--- config.mk ---
export PLATFORM = sky130hd
export DESIGN_NAME = clk_display_ctrl
export DESIGN_NICKNAME = d
export VERILOG_FILES = /design/src/rtl/clk_display_ctrl.sv
export SDC_FILE = /design/constraint.sdc
export NUM_CORES = 1
export LEC_CHECK = 0
export ABC_AREA = 1
export BUFFER_PORTS_ARGS = -buffer_cell sky130_fd_sc_hd__buf_2
export CAP_MARGIN = 0
export CORE_UTILIZATION = 55
export DETAILED_ROUTE_END_ITERATION = 16
export GPL_ROUTABILITY_DRIVEN = 0
export PLACE_DENSITY = 0.8
export RECOVER_POWER = 100
export SLEW_MARGIN = 20
export SYNTH_ARGS = -nofsm -noshare
export SYNTH_HDL_FRONTEND = slang
export SYNTH_SLANG_ARGS = --single-unit
export TNS_END_PERCENT = 50
--- constraint.sdc ---
create_clock -name clock -period 3.3 [get_ports clock]
set_input_delay 0.99 -clock clock [delete_from_list [all_inputs] [get_ports clock]]
set_output_delay 0.99 -clock clock [all_outputs]
set_load 0.005 [all_outputs]
--- src/rtl/clk_display_ctrl.sv ---
// clk_display_ctrl: clock and display control for the producer/consumer FIFO demo.
//   - Latches a 3-bit clk_2 program on each rising edge of the update button.
//   - Divides the system clock into a fixed producer clock (clk_1) and a
//     programmable consumer clock (clk_2), both driven straight from flops.
//   - Scans an 8-digit active-low 7-segment display showing consumed data,
//     the active producer module and the applied program.
// Build option: define CLK_DISPLAY_CTRL_INPUT_SYNC_EN to pass the raw update
// button through a 2-flop synchronizer ahead of the edge detector.
module clk_display_ctrl #(
  parameter int unsigned CLK1_HALF      = 50_000_000,
  parameter int unsigned CLK2_BASE_HALF = 25_000_000,
  parameter int unsigned REFRESH_DIV    = 100_000
) (
  input  logic        clock,
  input  logic        reset,
  input  logic        update,
  input  logic [2:0]  prog_in,
  input  logic [15:0] data_2,
  input  logic [1:0]  module_sel,
  output logic        clk_1,
  output logic        clk_2,
  output logic [2:0]  prog_out,
  output logic [7:0]  an,
  output logic [7:0]  dec_ddp
);

  localparam int C1_W = (CLK1_HALF > 1) ? $clog2(CLK1_HALF) : 1;
  localparam int RF_W = (REFRESH_DIV > 1) ? $clog2(REFRESH_DIV) : 1;
  // The slowest program (7) stretches the base half-period by 128.
  localparam longint C2_MAX = longint'(CLK2_BASE_HALF) * 128;
  localparam int C2_W = $clog2(C2_MAX + 1);

  localparam logic [C1_W-1:0] C1_LAST = C1_W'(CLK1_HALF - 1);
  localparam logic [RF_W-1:0] RF_LAST = RF_W'(REFRESH_DIV - 1);
  localparam logic [C2_W-1:0] C2_BASE = C2_W'(CLK2_BASE_HALF);

  logic            w_upd;
  logic            r_prev;
  logic            w_pulse;
  logic            w_prog_chg;
  logic [2:0]      r_prog;
  logic [C1_W-1:0] r_cnt1;
  logic            r_clk_1;
  logic [C2_W-1:0] r_cnt2;
  logic [C2_W-1:0] w_h2_last;
  logic            r_clk_2;
  logic [RF_W-1:0] r_ref;
  logic [2:0]      r_idx;
  logic [3:0]      w_nib;
  logic            w_blank;
  logic [7:0]      w_seg;

`ifdef CLK_DISPLAY_CTRL_INPUT_SYNC_EN
  logic [1:0] r_sync;

  // Two-flop synchronizer: the button is asynchronous to clock.
  always_ff @(posedge clock or posedge reset) begin
    if (reset) r_sync <= 2'b00;
    else       r_sync <= {r_sync[0], update};
  end

  assign w_upd = r_sync[1];
`else
  assign w_upd = update;
`endif

  // Previous button level for rising-edge detection.
  always_ff @(posedge clock or posedge reset) begin
    if (reset) r_prev <= 1'b0;
    else       r_prev <= w_upd;
  end

  assign w_pulse    = w_upd & ~r_prev;
  // Reloading the same program is not a change, so clk_2 keeps its phase.
  assign w_prog_chg = w_pulse && (prog_in != r_prog);

  // Program latch: loads only on a button edge.
  always_ff @(posedge clock or posedge reset) begin
    if (reset)        r_prog <= 3'd0;
    else if (w_pulse) r_prog <= prog_in;
  end

  // Fixed producer clock divider.
  always_ff @(posedge clock or posedge reset) begin
    if (reset) begin
      r_cnt1  <= '0;
      r_clk_1 <= 1'b0;
    end else if (r_cnt1 == C1_LAST) begin
      r_cnt1  <= '0;
      r_clk_1 <= ~r_clk_1;
    end else begin
      r_cnt1  <= r_cnt1 + 1'b1;
    end
  end

  assign w_h2_last = (C2_BASE << r_prog) - C2_W'(1);

  // Programmable consumer clock divider; a new program restarts the half
  // period from zero but leaves the clk_2 level untouched.
  always_ff @(posedge clock or posedge reset) begin
    if (reset) begin
      r_cnt2  <= '0;
      r_clk_2 <= 1'b0;
    end else if (w_prog_chg) begin
      r_cnt2  <= '0;
    end else if (r_cnt2 == w_h2_last) begin
      r_cnt2  <= '0;
      r_clk_2 <= ~r_clk_2;
    end else begin
      r_cnt2  <= r_cnt2 + 1'b1;
    end
  end

  // Display refresh timer and digit index.
  always_ff @(posedge clock or posedge reset) begin
    if (reset) begin
      r_ref <= '0;
      r_idx <= 3'd0;
    end else if (r_ref == RF_LAST) begin
      r_ref <= '0;
      r_idx <= r_idx + 3'd1;
    end else begin
      r_ref <= r_ref + 1'b1;
    end
  end

  // Select the nibble (or blank) for the active digit.
  always_comb begin
    w_nib   = 4'h0;
    w_blank = 1'b0;
    case (r_idx)
      3'd0: w_nib = data_2[3:0];
      3'd1: w_nib = data_2[7:4];
      3'd2: w_nib = data_2[11:8];
      3'd3: w_nib = data_2[15:12];
      3'd4: w_blank = 1'b1;
      3'd5: begin
        if (module_sel == 2'd3) w_blank = 1'b1;
        else                    w_nib   = {2'b00, module_sel};
      end
      3'd6: w_blank = 1'b1;
      3'd7: w_nib = {1'b0, r_prog};
      default: w_blank = 1'b1;
    endcase
  end

  // Hex to active-low {a,b,c,d,e,f,g,dp}; dp is always off.
  always_comb begin
    w_seg = 8'hFF;
    case (w_nib)
      4'h0: w_seg = 8'b0000_0011;
      4'h1: w_seg = 8'b1001_1111;
      4'h2: w_seg = 8'b0010_0101;
      4'h3: w_seg = 8'b0000_1101;
      4'h4: w_seg = 8'b1001_1001;
      4'h5: w_seg = 8'b0100_1001;
      4'h6: w_seg = 8'b0100_0001;
      4'h7: w_seg = 8'b0001_1111;
      4'h8: w_seg = 8'b0000_0001;
      4'h9: w_seg = 8'b0000_1001;
      4'hA: w_seg = 8'b0001_0001;
      4'hB: w_seg = 8'b1100_0001;
      4'hC: w_seg = 8'b0110_0011;
      4'hD: w_seg = 8'b1000_0101;
      4'hE: w_seg = 8'b0110_0001;
      4'hF: w_seg = 8'b0111_0001;
      default: w_seg = 8'hFF;
    endcase
    if (w_blank) w_seg = 8'hFF;
  end

  assign clk_1    = r_clk_1;
  assign clk_2    = r_clk_2;
  assign prog_out = r_prog;
  assign an       = ~(8'b0000_0001 << r_idx);
  assign dec_ddp  = w_seg;

endmodule

==> flow_summary_export.csv <==
group,metric,value,unit
status,outcome,"finished, violations left",
status,violations,"max-capacitance violations, negative setup slack",
critical_path,crit_fanout,7,
synth,synth_common_cells,"nand2_1, nor2_1, inv_1",
route,vias,5430,
critical_path,cpLargestDelayFamily,"buffers and inverters",
synth,synth_flop_cell,"dfrtp_1",
critical_path,worst-path-stages,13,
clocking,clk_latency,360,ps
clocking,cts.sinks,84,
sta,worst_pin_slew,1480,ps
floorplan,initial_core_util,56.4,%
global_routing,grt_pass1_wl,22.2,mm
synth,synth_top_area_cell,"dfrtp_1",
floorplan,die-area,0.0109,sq mm
critical_path,arrival,2380,ps
synth,syn-cell-area,0.00577,sq mm
floorplan,num_rows,37,
synth,syn_nets,867,
synth,synth.most_common_cell,"nand2_1",
critical_path,critPathKind,"flop to primary output",
synth,syn_area_per_cell,6.97,sq um
critical_path,crit_buf_inv,4,
synth,yosysTopAreaCellShare,36.4,%
placed_design,numPortBuffers,43,
route,drt_iter0_drc,297,
layout,area_growth,14.0,%
sta,finalClockSkew,16.2,ps
layout,layout-drive-gt1-share,15.6,%
synth,synth.area.top_cells,"dfrtp_1, nand2_1, nor2_1",
route,detail_route.wl_per_cell,12.9,um
global_routing,grt_max_degree,37,
global_routing,grt_usage,25.0,%
clocking,htreeDepth,3,
global_routing,grt_antenna_before_repair,0,
clocking,path_clk_slew,90,ps
layout,fillers,895,
critical_path,crit_chain,"ha_4 > ha_4 > buf_4 > nand2_1 > o21ai_1 > nor3_2 > inv_2 > nand2_4 > buf_4 > nor2_2 > o21ai_1 > nand3_1 > buf_2",
sta,final_max_slew_viol_count,0,
floorplan,die_y,104,um
global_routing,grt_overflow_total,0,
flow_run,max_cap_viol_count,1,
synth,ys_async_sr_fraction,100,%
synth,seq_area_frac_synth,36.4,%
floorplan,pin_count,45,
clocking,cts_tree,"built",
critical_path,critPathLaunchType,"flop",
critical_path,cp-end-kind,"primary output",
sta,rsz0062_at_grt,"yes",
layout,nets,927,
sta,setup_viol,7,
sta,setup_ws,-69.1,ps
clocking,clockBufferDepth,2,
route,postRouteAntennaNets,0,
sta,fmax,297,MHz
clocking,hold_buffers,0,
floorplan,core_area,0.0102,sq mm
sta,holdWs,461,ps
route,drc,0,
global_routing,grt_pass1_vias,5024,
critical_path,cp.required,2310,ps
pwr,vdd.ir_drop.worst,0.000197,V
synth,yosys_warnings,0,
synth,synth_edf_count,0,
route,drt-vias-per-instance,5.28,
clocking,root_buffer,"clkbuf_8",
route,first_pass_iters,6,
critical_path,cp_slowest_stage_delay,480,ps
critical_path,r2r.worst_path.cells,11,
sta,slew_headroom,0.586,%
pwr,p_leak,3.10,nW
synth,yosys.cell_types.count,40,
floorplan,die_w,104,um
min_path,hp-class,"flop to flop",
sta,hold_violations,0,
route,wl,13.3,mm
synth,netlist_instances,828,
critical_path,critical-path-slowest-cell,"dfrtp_2",
clocking,cts_made_buffers,9,
sta,min_period,3370,ps
min_path,whs_path_depth,1,
layout,antennaDiodeCount,0,
sta,period_share,102,%
synth,ys_ff_latch,84,
placed_design,detailed_place_hpwl,9.79,mm
pwr,power_density,321,mW/mm^2
pwr,total_power,0.00211,W
==> where the power goes <==
group / switching (W) / internal, W / total (W)
clock network: 0.000392 / 0.000276 / 0.000668
registers: 0.0000232 / 0.00105 / 0.00108
logic: 0.000242 / 0.000126 / 0.000369
==> through the flow <==
step / area (sq um) / utilization, % / worst slack (ps) / TNS, ps / std cells
floorplan: 5770 / - / 145 / 0 / 828
global placement: 6150 / 60.1 / -43.5 / -77.7 / 1006
detailed placement: 6150 / 60.1 / -113 / -219 / 1006
CTS: 6540 / 63.9 / -57.3 / -276 / 1025
global route: 6580 / 64.3 / -202 / -3190 / 1029
finish: 6580 / 64.3 / -69.1 / -227 / 1029
==> worst paths after layout <==
path | from | slack, ps | to
max in group asynchronous | reset | 570 | r_cnt2[1]$_DFF_PP0_
worst max register to register | prog_out[2]$_DFFE_PP0P_ | 160 | r_cnt2[30]$_DFF_PP0_
worst min register to register | r_cnt1[0]$_DFF_PP0_ | 460 | r_cnt1[0]$_DFF_PP0_
min in group asynchronous | reset | 960 | r_cnt1[7]$_DFF_PP0_
worst max-delay path | r_idx[0]$_DFFE_PP0N_ | -70 | dec_ddp[3]
worst min-delay path | r_cnt1[0]$_DFF_PP0_ | 460 | r_cnt1[0]$_DFF_PP0_
==> routing by layer <==
metal | GRT usage [%] | vias up | part of all wire, %
met5 | 0 | - | 0
met4 | 9.90 | 0 | 2.5
met3 | 4.82 | 36 | 6.1
met2 | 39.7 | 182 | 46
met1 | 33.4 | 2447 | 46
li1 | - | 2765 | -
==> flip-flops by register name, indices dropped and copies added, names as in the netlist <==
| signal | count |
|---|---|
| r_cnt1 | 26 |
| r_ref | 17 |
| clk_2 | 1 |
| prog_out | 3 |
| clk_1 | 1 |
| r_prev | 1 |
| r_cnt2 | 32 |
| r_idx | 3 |
==> area by class of cell <==
type	instances	area, sq um	share of cell area (%)
clock buffer	9	124	1.88
tap	136	170	2.59
clock inverter	7	51.3	0.780
sequential	84	2110	32.0
timing repair buffer	59	332	5.04
inverter	120	474	7.21
multi-input combinational	614	3320	50.5
==> placed cells by master (no fill, tap or decap), drive strengths merged, types with 4 or more instances in the layout <==
| master | n |
|---|---|
| clkinv | 5 |
| nor2 | 136 |
| nand4 | 28 |
| xnor2 | 12 |
| nor3 | 23 |
| clkbuf | 14 |
| nand2 | 227 |
| nor4 | 15 |
| ha | 15 |
| xor2 | 39 |
| a21oi | 11 |
| o21ai | 23 |
| dfrtp | 84 |
| a31oi | 4 |
| inv | 119 |
| nand3b | 4 |
| nand3 | 61 |
| buf | 53 |
==> repair_timing <==
| item | CTS | global route |
|---|---|---|
| buffers inserted | 3 | 4 |
| endpoints found under the setup margin | 7 | 7 |
| gates resized for setup | 51 | 16 |
| pin swaps | 12 | 15 |
==> cells by family (layout without fill, tap and decap cells) <==
group                      count (synthesis)  after routing  synth area share [%]
DFF                                       84             84                  36.4
buffers and inverters                    130            195                  9.45
and+or+nand+nor                          501            501                  38.6
xor gates and xnor gates                  51             51                  7.74
other                                      1              1                0.0649
adders and majority gates                 15             15                  3.25
AOI/OAI and AO/OA                         46             46                  4.49
No activity file was read; power rests on OpenSTA's default activity.
